[src/rtl/npu_host_dma.sv]
// Host-side DMA for the NPU. It streams config and input words from memory into
// the NPU FIFOs and drains NPU results back to memory, one job per start pulse.
module npu_host_dma (
    input  logic        CLK,
    input  logic        RST,
    input  logic        start,
    input  logic [31:0] cfg_base,
    input  logic [7:0]  cfg_count,
    input  logic [31:0] in_base,
    input  logic [15:0] in_count,
    input  logic [31:0] out_base,
    input  logic [15:0] out_count,
    output logic        busy,
    output logic        done,
    output logic        mem_req,
    output logic        mem_we,
    output logic [31:0] mem_addr,
    output logic [31:0] mem_wdata,
    input  logic        mem_ack,
    input  logic [31:0] mem_rdata,
    output logic [25:0] npu_config_data,
    output logic        npu_config_fifo_write_enable,
    input  logic        npu_config_fifo_full,
    output logic [31:0] npu_input_data,
    output logic        npu_input_fifo_write_enable,
    input  logic        npu_input_fifo_full,
    input  logic [31:0] npu_output_data,
    input  logic        npu_output_fifo_empty,
    output logic        npu_output_fifo_read_enable
);

    typedef enum logic [3:0] {
        IDLE     = 4'd0,
        CFG_RD   = 4'd1,
        CFG_PUSH = 4'd2,
        SEL      = 4'd3,
        IN_RD    = 4'd4,
        IN_PUSH  = 4'd5,
        OUT_POP  = 4'd6,
        OUT_CAP  = 4'd7,
        OUT_WR   = 4'd8,
        DONE     = 4'd9
    } state_t;

    state_t      state_r;
    logic [31:0] cfg_addr_r, in_addr_r, out_addr_r, hold_r;
    logic [7:0]  cfg_cnt_r;
    logic [15:0] in_cnt_r, out_cnt_r;
    logic        busy_r, done_r, mem_req_r, mem_we_r;
    logic [31:0] mem_addr_r, mem_wdata_r, in_data_r;
    logic [25:0] cfg_data_r;
    logic        cfg_we_r, in_we_r, out_re_r;

    assign busy                         = busy_r;
    assign done                         = done_r;
    assign mem_req                      = mem_req_r;
    assign mem_we                       = mem_we_r;
    assign mem_addr                     = mem_addr_r;
    assign mem_wdata                    = mem_wdata_r;
    assign npu_config_data              = cfg_data_r;
    assign npu_config_fifo_write_enable = cfg_we_r;
    assign npu_input_data               = in_data_r;
    assign npu_input_fifo_write_enable  = in_we_r;
    assign npu_output_fifo_read_enable  = out_re_r;

    // Job sequencer: every output is a register written only from this block.
    always_ff @(posedge CLK) begin
        if (!RST) begin
            state_r     <= IDLE;
            cfg_addr_r  <= 32'd0;
            in_addr_r   <= 32'd0;
            out_addr_r  <= 32'd0;
            hold_r      <= 32'd0;
            cfg_cnt_r   <= 8'd0;
            in_cnt_r    <= 16'd0;
            out_cnt_r   <= 16'd0;
            busy_r      <= 1'b0;
            done_r      <= 1'b0;
            mem_req_r   <= 1'b0;
            mem_we_r    <= 1'b0;
            mem_addr_r  <= 32'd0;
            mem_wdata_r <= 32'd0;
            in_data_r   <= 32'd0;
            cfg_data_r  <= 26'd0;
            cfg_we_r    <= 1'b0;
            in_we_r     <= 1'b0;
            out_re_r    <= 1'b0;
        end else begin
            // Strobes are single-cycle unless a state re-asserts them.
            done_r   <= 1'b0;
            cfg_we_r <= 1'b0;
            in_we_r  <= 1'b0;
            out_re_r <= 1'b0;
            case (state_r)
                IDLE: begin
                    if (start) begin
                        cfg_addr_r <= cfg_base;
                        in_addr_r  <= in_base;
                        out_addr_r <= out_base;
                        cfg_cnt_r  <= cfg_count;
                        in_cnt_r   <= in_count;
                        out_cnt_r  <= out_count;
                        busy_r     <= 1'b1;
                        state_r    <= (cfg_count != 8'd0) ? CFG_RD : SEL;
                    end
                end
                CFG_RD: begin
                    if (!mem_req_r) begin
                        mem_req_r  <= 1'b1;
                        mem_we_r   <= 1'b0;
                        mem_addr_r <= cfg_addr_r;
                    end else if (mem_ack) begin
                        mem_req_r <= 1'b0;
                        hold_r    <= mem_rdata;
                        state_r   <= CFG_PUSH;
                    end
                end
                CFG_PUSH: begin
                    if (!npu_config_fifo_full) begin
                        cfg_we_r   <= 1'b1;
                        cfg_data_r <= hold_r[25:0];
                        cfg_addr_r <= cfg_addr_r + 32'd4;
                        if (cfg_cnt_r != 8'd0) begin
                            cfg_cnt_r <= cfg_cnt_r - 8'd1;
                        end
                        state_r <= (cfg_cnt_r > 8'd1) ? CFG_RD : SEL;
                    end
                end
                SEL: begin
                    // Results drain first so a full output FIFO cannot stall input pushes forever.
                    if ((out_cnt_r != 16'd0) && !npu_output_fifo_empty) begin
                        out_re_r <= 1'b1;
                        state_r  <= OUT_POP;
                    end else if (in_cnt_r != 16'd0) begin
                        state_r <= IN_RD;
                    end else if (out_cnt_r != 16'd0) begin
                        state_r <= SEL;
                    end else begin
                        done_r  <= 1'b1;
                        state_r <= DONE;
                    end
                end
                IN_RD: begin
                    if (!mem_req_r) begin
                        mem_req_r  <= 1'b1;
                        mem_we_r   <= 1'b0;
                        mem_addr_r <= in_addr_r;
                    end else if (mem_ack) begin
                        mem_req_r <= 1'b0;
                        hold_r    <= mem_rdata;
                        state_r   <= IN_PUSH;
                    end
                end
                IN_PUSH: begin
                    if (!npu_input_fifo_full) begin
                        in_we_r   <= 1'b1;
                        in_data_r <= hold_r;
                        in_addr_r <= in_addr_r + 32'd4;
                        if (in_cnt_r != 16'd0) begin
                            in_cnt_r <= in_cnt_r - 16'd1;
                        end
                        state_r <= SEL;
                    end
                end
                OUT_POP: begin
                    state_r <= OUT_CAP;
                end
                OUT_CAP: begin
                    hold_r  <= npu_output_data;
                    state_r <= OUT_WR;
                end
                OUT_WR: begin
                    if (!mem_req_r) begin
                        mem_req_r   <= 1'b1;
                        mem_we_r    <= 1'b1;
                        mem_addr_r  <= out_addr_r;
                        mem_wdata_r <= hold_r;
                    end else if (mem_ack) begin
                        mem_req_r  <= 1'b0;
                        mem_we_r   <= 1'b0;
                        out_addr_r <= out_addr_r + 32'd4;
                        if (out_cnt_r != 16'd0) begin
                            out_cnt_r <= out_cnt_r - 16'd1;
                        end
                        state_r <= SEL;
                    end
                end
                DONE: begin
                    busy_r  <= 1'b0;
                    state_r <= IDLE;
                end
                default: begin
                    busy_r    <= 1'b0;
                    mem_req_r <= 1'b0;
                    state_r   <= IDLE;
                end
            endcase
        end
    end

endmodule
[config.mk]
export PLATFORM = sky130hd
export DESIGN_NAME = npu_host_dma
export DESIGN_NICKNAME = d
export VERILOG_FILES = /design/src/rtl/npu_host_dma.sv
export SDC_FILE = /design/constraint.sdc
export NUM_CORES = 1
export LEC_CHECK = 0
export ABC_AREA = 1
export CORE_UTILIZATION = 30
export CTS_CLUSTER_DIAMETER = 200
export DETAILED_ROUTE_END_ITERATION = 7
export PLACE_DENSITY_LB_ADDON = 0.25
export SETUP_SLACK_MARGIN = 0.02
export SYNTH_ARGS = -nofsm -noshare
export SYNTH_HDL_FRONTEND = slang
export SYNTH_SLANG_ARGS = --single-unit
[constraint.sdc]
create_clock -name CLK -period 3.1 [get_ports CLK]
set_input_delay 0.465 -clock CLK [delete_from_list [all_inputs] [get_ports CLK]]
set_output_delay 0.465 -clock CLK [all_outputs]
set_load 0.01 [all_outputs]
== Word level (Yosys, flattened, before mapping) ==
Cells that the tools add are included.

* Bits of input ports: 207
* Register bits after elaboration: 301

* Reduce and logical (&&, ||, !) cells: 35
* Order comparisons: 1
* Bitwise operators: 6
* Muxes and demuxes: 58
* Eq/ne operators: 28
* Add/subtract/negate cells: 6

{| class="wikitable"
|+ Operators with widths
! cell !! count
|-
| 32-bit two-way mux || 12
|-
| 32-bit case mux with 2 select lines || 4
|-
| 16-bit two-way mux || 7
|-
| 32-bit by 3-bit adder with 32-bit output (second input constant) || 3
|-
| 32-bit case mux with 3 select lines || 1
|-
| 16-bit case mux with 2 select lines || 2
|-
| 4-bit two-way mux || 12
|-
| 4-bit case mux with 9 select lines || 1
|-
| 2-bit inequality test (second input constant) || 16
|-
| 16-bit nonzero test || 2
|-
| 16-bit by 1-bit subtractor with 16-bit output (second input constant) || 2
|-
| 8-bit two-way mux || 3
|-
| 4-bit by 3-bit == test with 1-bit output (second input constant) || 4
|-
| 8-bit case mux with 2 select lines || 1
|-
| 4-bit AND reduction || 4
|-
| 8-bit nonzero test || 2
|-
| 2-bit AND reduction || 7
|-
| 3-bit AND reduction || 4
|-
| 1-bit two-way mux || 10
|-
| 2-bit nonzero test || 5
|-
| 9-bit AND reduction || 1
|-
| 4-bit by 2-bit == test with 1-bit output (second input constant) || 2
|-
| 4-bit == test (second input constant) || 2
|-
| 8-bit by 1-bit greater-than comparator with 1-bit output (second input constant) || 1
|-
| other kinds (17) || 26
|}

== Longest topological paths before layout ==
* Word-level depth: 5
* Gate-level depth with buffers: 12

== Least setup slack after synthesis ==
Ideal clock, no wire load.

* Path kind: register to register
* From: register out_cnt_r[0]
* To: register out_cnt_r[14]
* Buffers on the path: 1
* Slack: 1437 ps
* Arrival time: 1531 ps
* Data required time: 2968 ps
* Stages on the path, launching flop included: 11
* Path through: dfxtp_1 inv_1 ha_1 nand2_1 nor2_1 nand3_2 nand4_4 inv_2 buf_2 nand2_1 a21oi_1

* Cells in the longest elaborated chain, start to end: 5
* Elaborated cells between the ends (all ways): 8
* Those cells by class: add/sub: 1; eq/ne: 1; mux: 4; reduce/logical: 2

{| class="wikitable"
|+ Ends and longest elaborated chain
! what !! line !! source
|-
| start, declared || 48 || <nowiki>logic [15:0] in_cnt_r, out_cnt_r;</nowiki>
|-
| start signal, assigned || 102 || <nowiki>out_cnt_r <= out_count;</nowiki>
|-
| start signal, assigned || 183 || <nowiki>out_cnt_r <= out_cnt_r - 16'd1;</nowiki>
|-
| 16-bit by 1-bit subtractor with 16-bit output || 183 ||
|-
| 16-bit two-way mux || 182 || <nowiki>if (out_cnt_r != 16'd0) begin</nowiki>
|-
| 16-bit two-way mux || 178 || <nowiki>end else if (mem_ack) begin</nowiki>
|-
| 16-bit two-way mux || 173 || <nowiki>if (!mem_req_r) begin</nowiki>
|-
| 16-bit case mux with 2 select lines || 94 || <nowiki>case (state_r)</nowiki>
|}

Parallel ways exist; a longest one is shown, timed or not. The select of a mux whose other input is x is not followed.
A chain may end at the register's enable or synchronous reset.

== Worst setup path in the final report ==
* From: register state_r[0]
* To: register out_addr_r[26]

* Cells in the longest elaborated chain, start to end: 3
* Elaborated cells between the ends (all ways): 8
* Those cells by class: eq/ne: 4; mux: 1; reduce/logical: 3

{| class="wikitable"
|+ Ends and longest elaborated chain
! what !! line !! source
|-
| start, declared || 45 || <nowiki>state_t state_r;</nowiki>
|-
| start signal, assigned || 104 || <nowiki>state_r <= (cfg_count != 8'd0) ? CFG_RD : SEL;</nowiki>
|-
| start signal, assigned || 126 || <nowiki>state_r <= (cfg_cnt_r > 8'd1) ? CFG_RD : SEL;</nowiki>
|-
| 4-bit == test or 4-bit zero test (tied branches) || 94 ||
|-
| 2-bit inequality test (no line) or 2-bit nonzero test (tied branches) || -- ||
|-
| 4-bit AND reduction (no line) || -- ||
|-
| end signal, assigned || 99 || <nowiki>out_addr_r <= out_base;</nowiki>
|-
| end signal, assigned || 181 || <nowiki>out_addr_r <= out_addr_r + 32'd4;</nowiki>
|-
| end, declared || 46 || <nowiki>logic [31:0] cfg_addr_r, in_addr_r, out_addr_r, hold_r;</nowiki>
|}

Parallel ways exist; a longest one is shown, timed or not.

==> results.md <==
- Status: finished, final reports clean
- Asr flop ratio synth: 0
- CP required: between 3 and 4 ns
- Leak Pwr: 7.93 nW
- Min-delay worst type: input port to flip-flop
- Multiplexer area fraction after synthesis: 0.000618
- Worst slew pin tran: just under 0.8 ns
- Detailed-route via count: about 18000
- Vias per Instance: about 5.1
- Simple-Gate Fraction of Synth Area: 0.326
- Clk pwr share: 0.278
- N_diodes: 0
- Post-route antenna net violation count: 0
- Sequential fraction of the synthesis area: 0.372
- Hold-fix buffers, CTS: 0
- Max transition margin: 0.471
- DRC: 0
- Post-CTS resize count: 0
- Crit. End Element: flip-flop
- R2r setup slk: 0.69 ns
- Maxcap violations: 0
- Combinational share of power: 0.359
- Synth Area in Adders: 0.00696
- Design Power: around 16 mW
- Startpoint Class: flip-flop
- Final Cell Area: around 0.021 sq mm
- Clock latency on the worst-skew pair: 0.56 ns
- CP Cell Sequence: nor2_1, buf_4, nand2_2, buf_4, nor2_1, inv_1, nand3_1, inv_1, buf_4, o21ai_1, nor2_1, nor2_1
- Delay of the slowest critical-path stage: ~0.43 ns
- Slowest stage cell, crit path: dfxtp_1
- Final core utilization: 0.401
- Die Span X: 234 um
- Vias in the first global route: roughly 17000
- Cells after synthesis: roughly 2500
- Final hold violation count: 0
- Largest family of logic cells by synthesized area: simple AND/OR/NAND/NOR gates
- DP Wirelength: between 40000 and 50000 um
- Period minus WS final: 2.41 ns
- Average wire per cell in the routed design: 17.8 um
- Pre-Repair DR Iteration Count: 5
- Seq pwr share: 0.363
- GRT Total Usage: 0.222
- Clock root buffer: clkbuf_16
- XOR/XNOR Fraction of Synth Area: 0.00920
- Setup repair bufs after CTS: 0
- Gp weighted congestion: roughly 0.9
- I/O pin count: roughly 340
- VDD IR-drop max: 0.365 mV
- YS warnings: 0
- Commonest cells post-synth: nand2_1, nor2_1, dfxtp_1
- Net switching power: ~6.5 mW
- Switching share of total power: 0.407
- Final Cycle Share: 0.777
- Worst clock skew: between 0.02 and 0.025 ns
- Maximum clock rate: 0.415 GHz
- Worst hold slack: 0.314 ns
- Clock transition at path regs: around 0.06 ns
- WP data arrival: 2.86 ns
- Crit path launch: state_r[0]
- TritonCTS clock tree: done
- Synth top area cells: dfxtp_1, nand2_1, a21oi_1
- Flops & latches, synth: between 300 and 400
- Avg Synthesized Cell Area: 6.36 sq um
- CTS HTree Levels: 2
- Leading area contributor after synthesis: dfxtp_1
- Placed Area: ~0.020 sq mm
- Critical path's most frequent cell: nor2_1
- Largest net degree at the start of global routing: 161
- Internal: 9.55 mW
- Initial core utilization: 0.306
- Class of the most critical setup path: flip-flop to flip-flop
- Final wirelength: between 60000 and 70000 um
- Final Net Count: a little over 3000
- Num CTS Buffers: 37
- PD cells: roughly 760 mW/mm^2
- Most common cell in the netlist: nand2_1
- CP Max Fanout: 40
- Placement Rows: 84
- Hold Crit Start: RST
- Final slew viol count: 0
- Top cell type's share of synthesized area: 0.372
- Clock Sinks: between 300 and 400
- Initial antenna violation count: 7
- First-pass GRT wire length: roughly 95000 um
- Post-synthesis compound-gate area fraction: 0.198
- Setup total negative slack: 0 ns
- First DRT Iteration DRCs: roughly 1400
- Gr ovfl total: 0
- Share of cells above drive strength 1: 0.0472
- Critical R2R Launch: state_r[0]
- Die Area: between 0.05 and 0.06 sq mm
- Clk buf depth: 3
- Port Buffers: 335
- Final setup vio count: 0
- Post-synth EDFFs: 0
- Post-Syn Nets: between 2000 and 3000
- RSZ-0062 raised after global routing: false
- P&R area growth vs syn: 31.2%
- Post-synth top flop: dfxtp_1
- Die height: approximately 230 um
- Core ar.: ~0.053 sq mm
- Post-synthesis cell type count: 45
- Mapped Area: between 0.015 and 0.02 sq mm
flip-flops by register name (all words and copies together) (netlist names), 8 cells and up:
register and cells:
cfg_addr_r 32, hold_r 32, in_addr_r 32, mem_addr 32, mem_wdata 32, npu_input_data 32, out_addr_r 32, npu_config_data 26
in_cnt_r 16, out_cnt_r 16, cfg_cnt_r 8
final cells by class:
type	instances	area [sq um]
flip-flops and latches	301	6030
clock buffers	52	1060
inverters	192	726
multi-input cells	1915	8760
clock inverters	12	168
fillers	5688	31700
well taps	688	861
repair buffers	365	3630
per-stage QoR:
stage	std cells	worst slack, ns
3_3_place_gp	3461	0.679
2_1_floorplan	2547	1.44
5_1_grt	3525	0.453
3_5_place_dp	3461	0.642
6_report	3525	0.692
4_1_cts	3525	0.736
cell families (layout without fill, tap and decap cells):
group	count (synthesis)	count (layout)
XOR/XNOR	17	17
AND/OR/NAND/NOR	1278	1278
adder cells (fa/ha/maj)	9	9
AO/OA/AOI/OAI	610	610
buffers and inverters	331	621
multiplexers	1	1
flip-flops	301	301
path summary, 6_finish.rpt:
check                                           end  cells after the start
worst min-delay path            npu_config_data[10]                      3
worst max register to register       out_addr_r[26]                     12
worst min register to register   npu_input_data[13]                      2
worst max-delay path                 out_addr_r[26]                     12
per-layer routing:
layer  global-route usage  part of all wire  vias to the layer above
li1                     -                 -                     8905
met4               0.0802             0.031                       14
met5                    0            0.0015                        -
met2                0.361              0.46                      614
met3               0.0556             0.083                      112
met1                0.283              0.43                     8226
worst max-delay path: cells and delay by family (launching register included):
family	cells	cell delay [ns]
DFF	1	0.43
and+or+nand+nor	6	0.65
AOI/OAI and AO/OA	1	0.12
buffers and inverters	5	1.05
power groups by stage:
stage               clock (mW)  sequential, mW  combinational (mW)
detailed placement           0            5.90                5.75
global placement             0            5.89                5.63
finish                    4.48            5.85                5.77
CTS                       4.59            5.83                5.77
floorplan                    0            5.60                3.98
global route              4.73            5.96                6.54
layout by cell type (no fill, tap or decap), types with 2 or more instances in the layout:
cell type        Yosys  layout
nand2_1            700     699
clkdlybuf4s50_1      0     334
nor2_1             306     306
dfxtp_1            301     301
a21oi_1            278     278
o21ai_0            208     208
nand3_1            188     188
inv_1              178     178
a31oi_1             45      45
clkbuf_16            0      38
o21ai_1             35      34
buf_4               13      27
nor3_1              20      20
o22ai_1             19      19
nand4_1             16      16
nand3b_1            15      15
or2_2               12      13
xor2_1              12      12
inv_2               11      11
ha_1                 9       9
clkbuf_1            65       8
nand2_2              6       7
o211ai_1             7       7
clkbuf_8             0       6
nor2_2               7       5
xnor2_1              5       5
o31ai_1              5       5
clkinv_2             0       5
a211oi_1             4       4
buf_12               0       4
nor2_4               1       3
bufinv_16            0       3
nand2_4              2       2
inv_4                1       2
a21o_1               2       2
o21a_1               2       2
(Power assumes the default switching activity.)
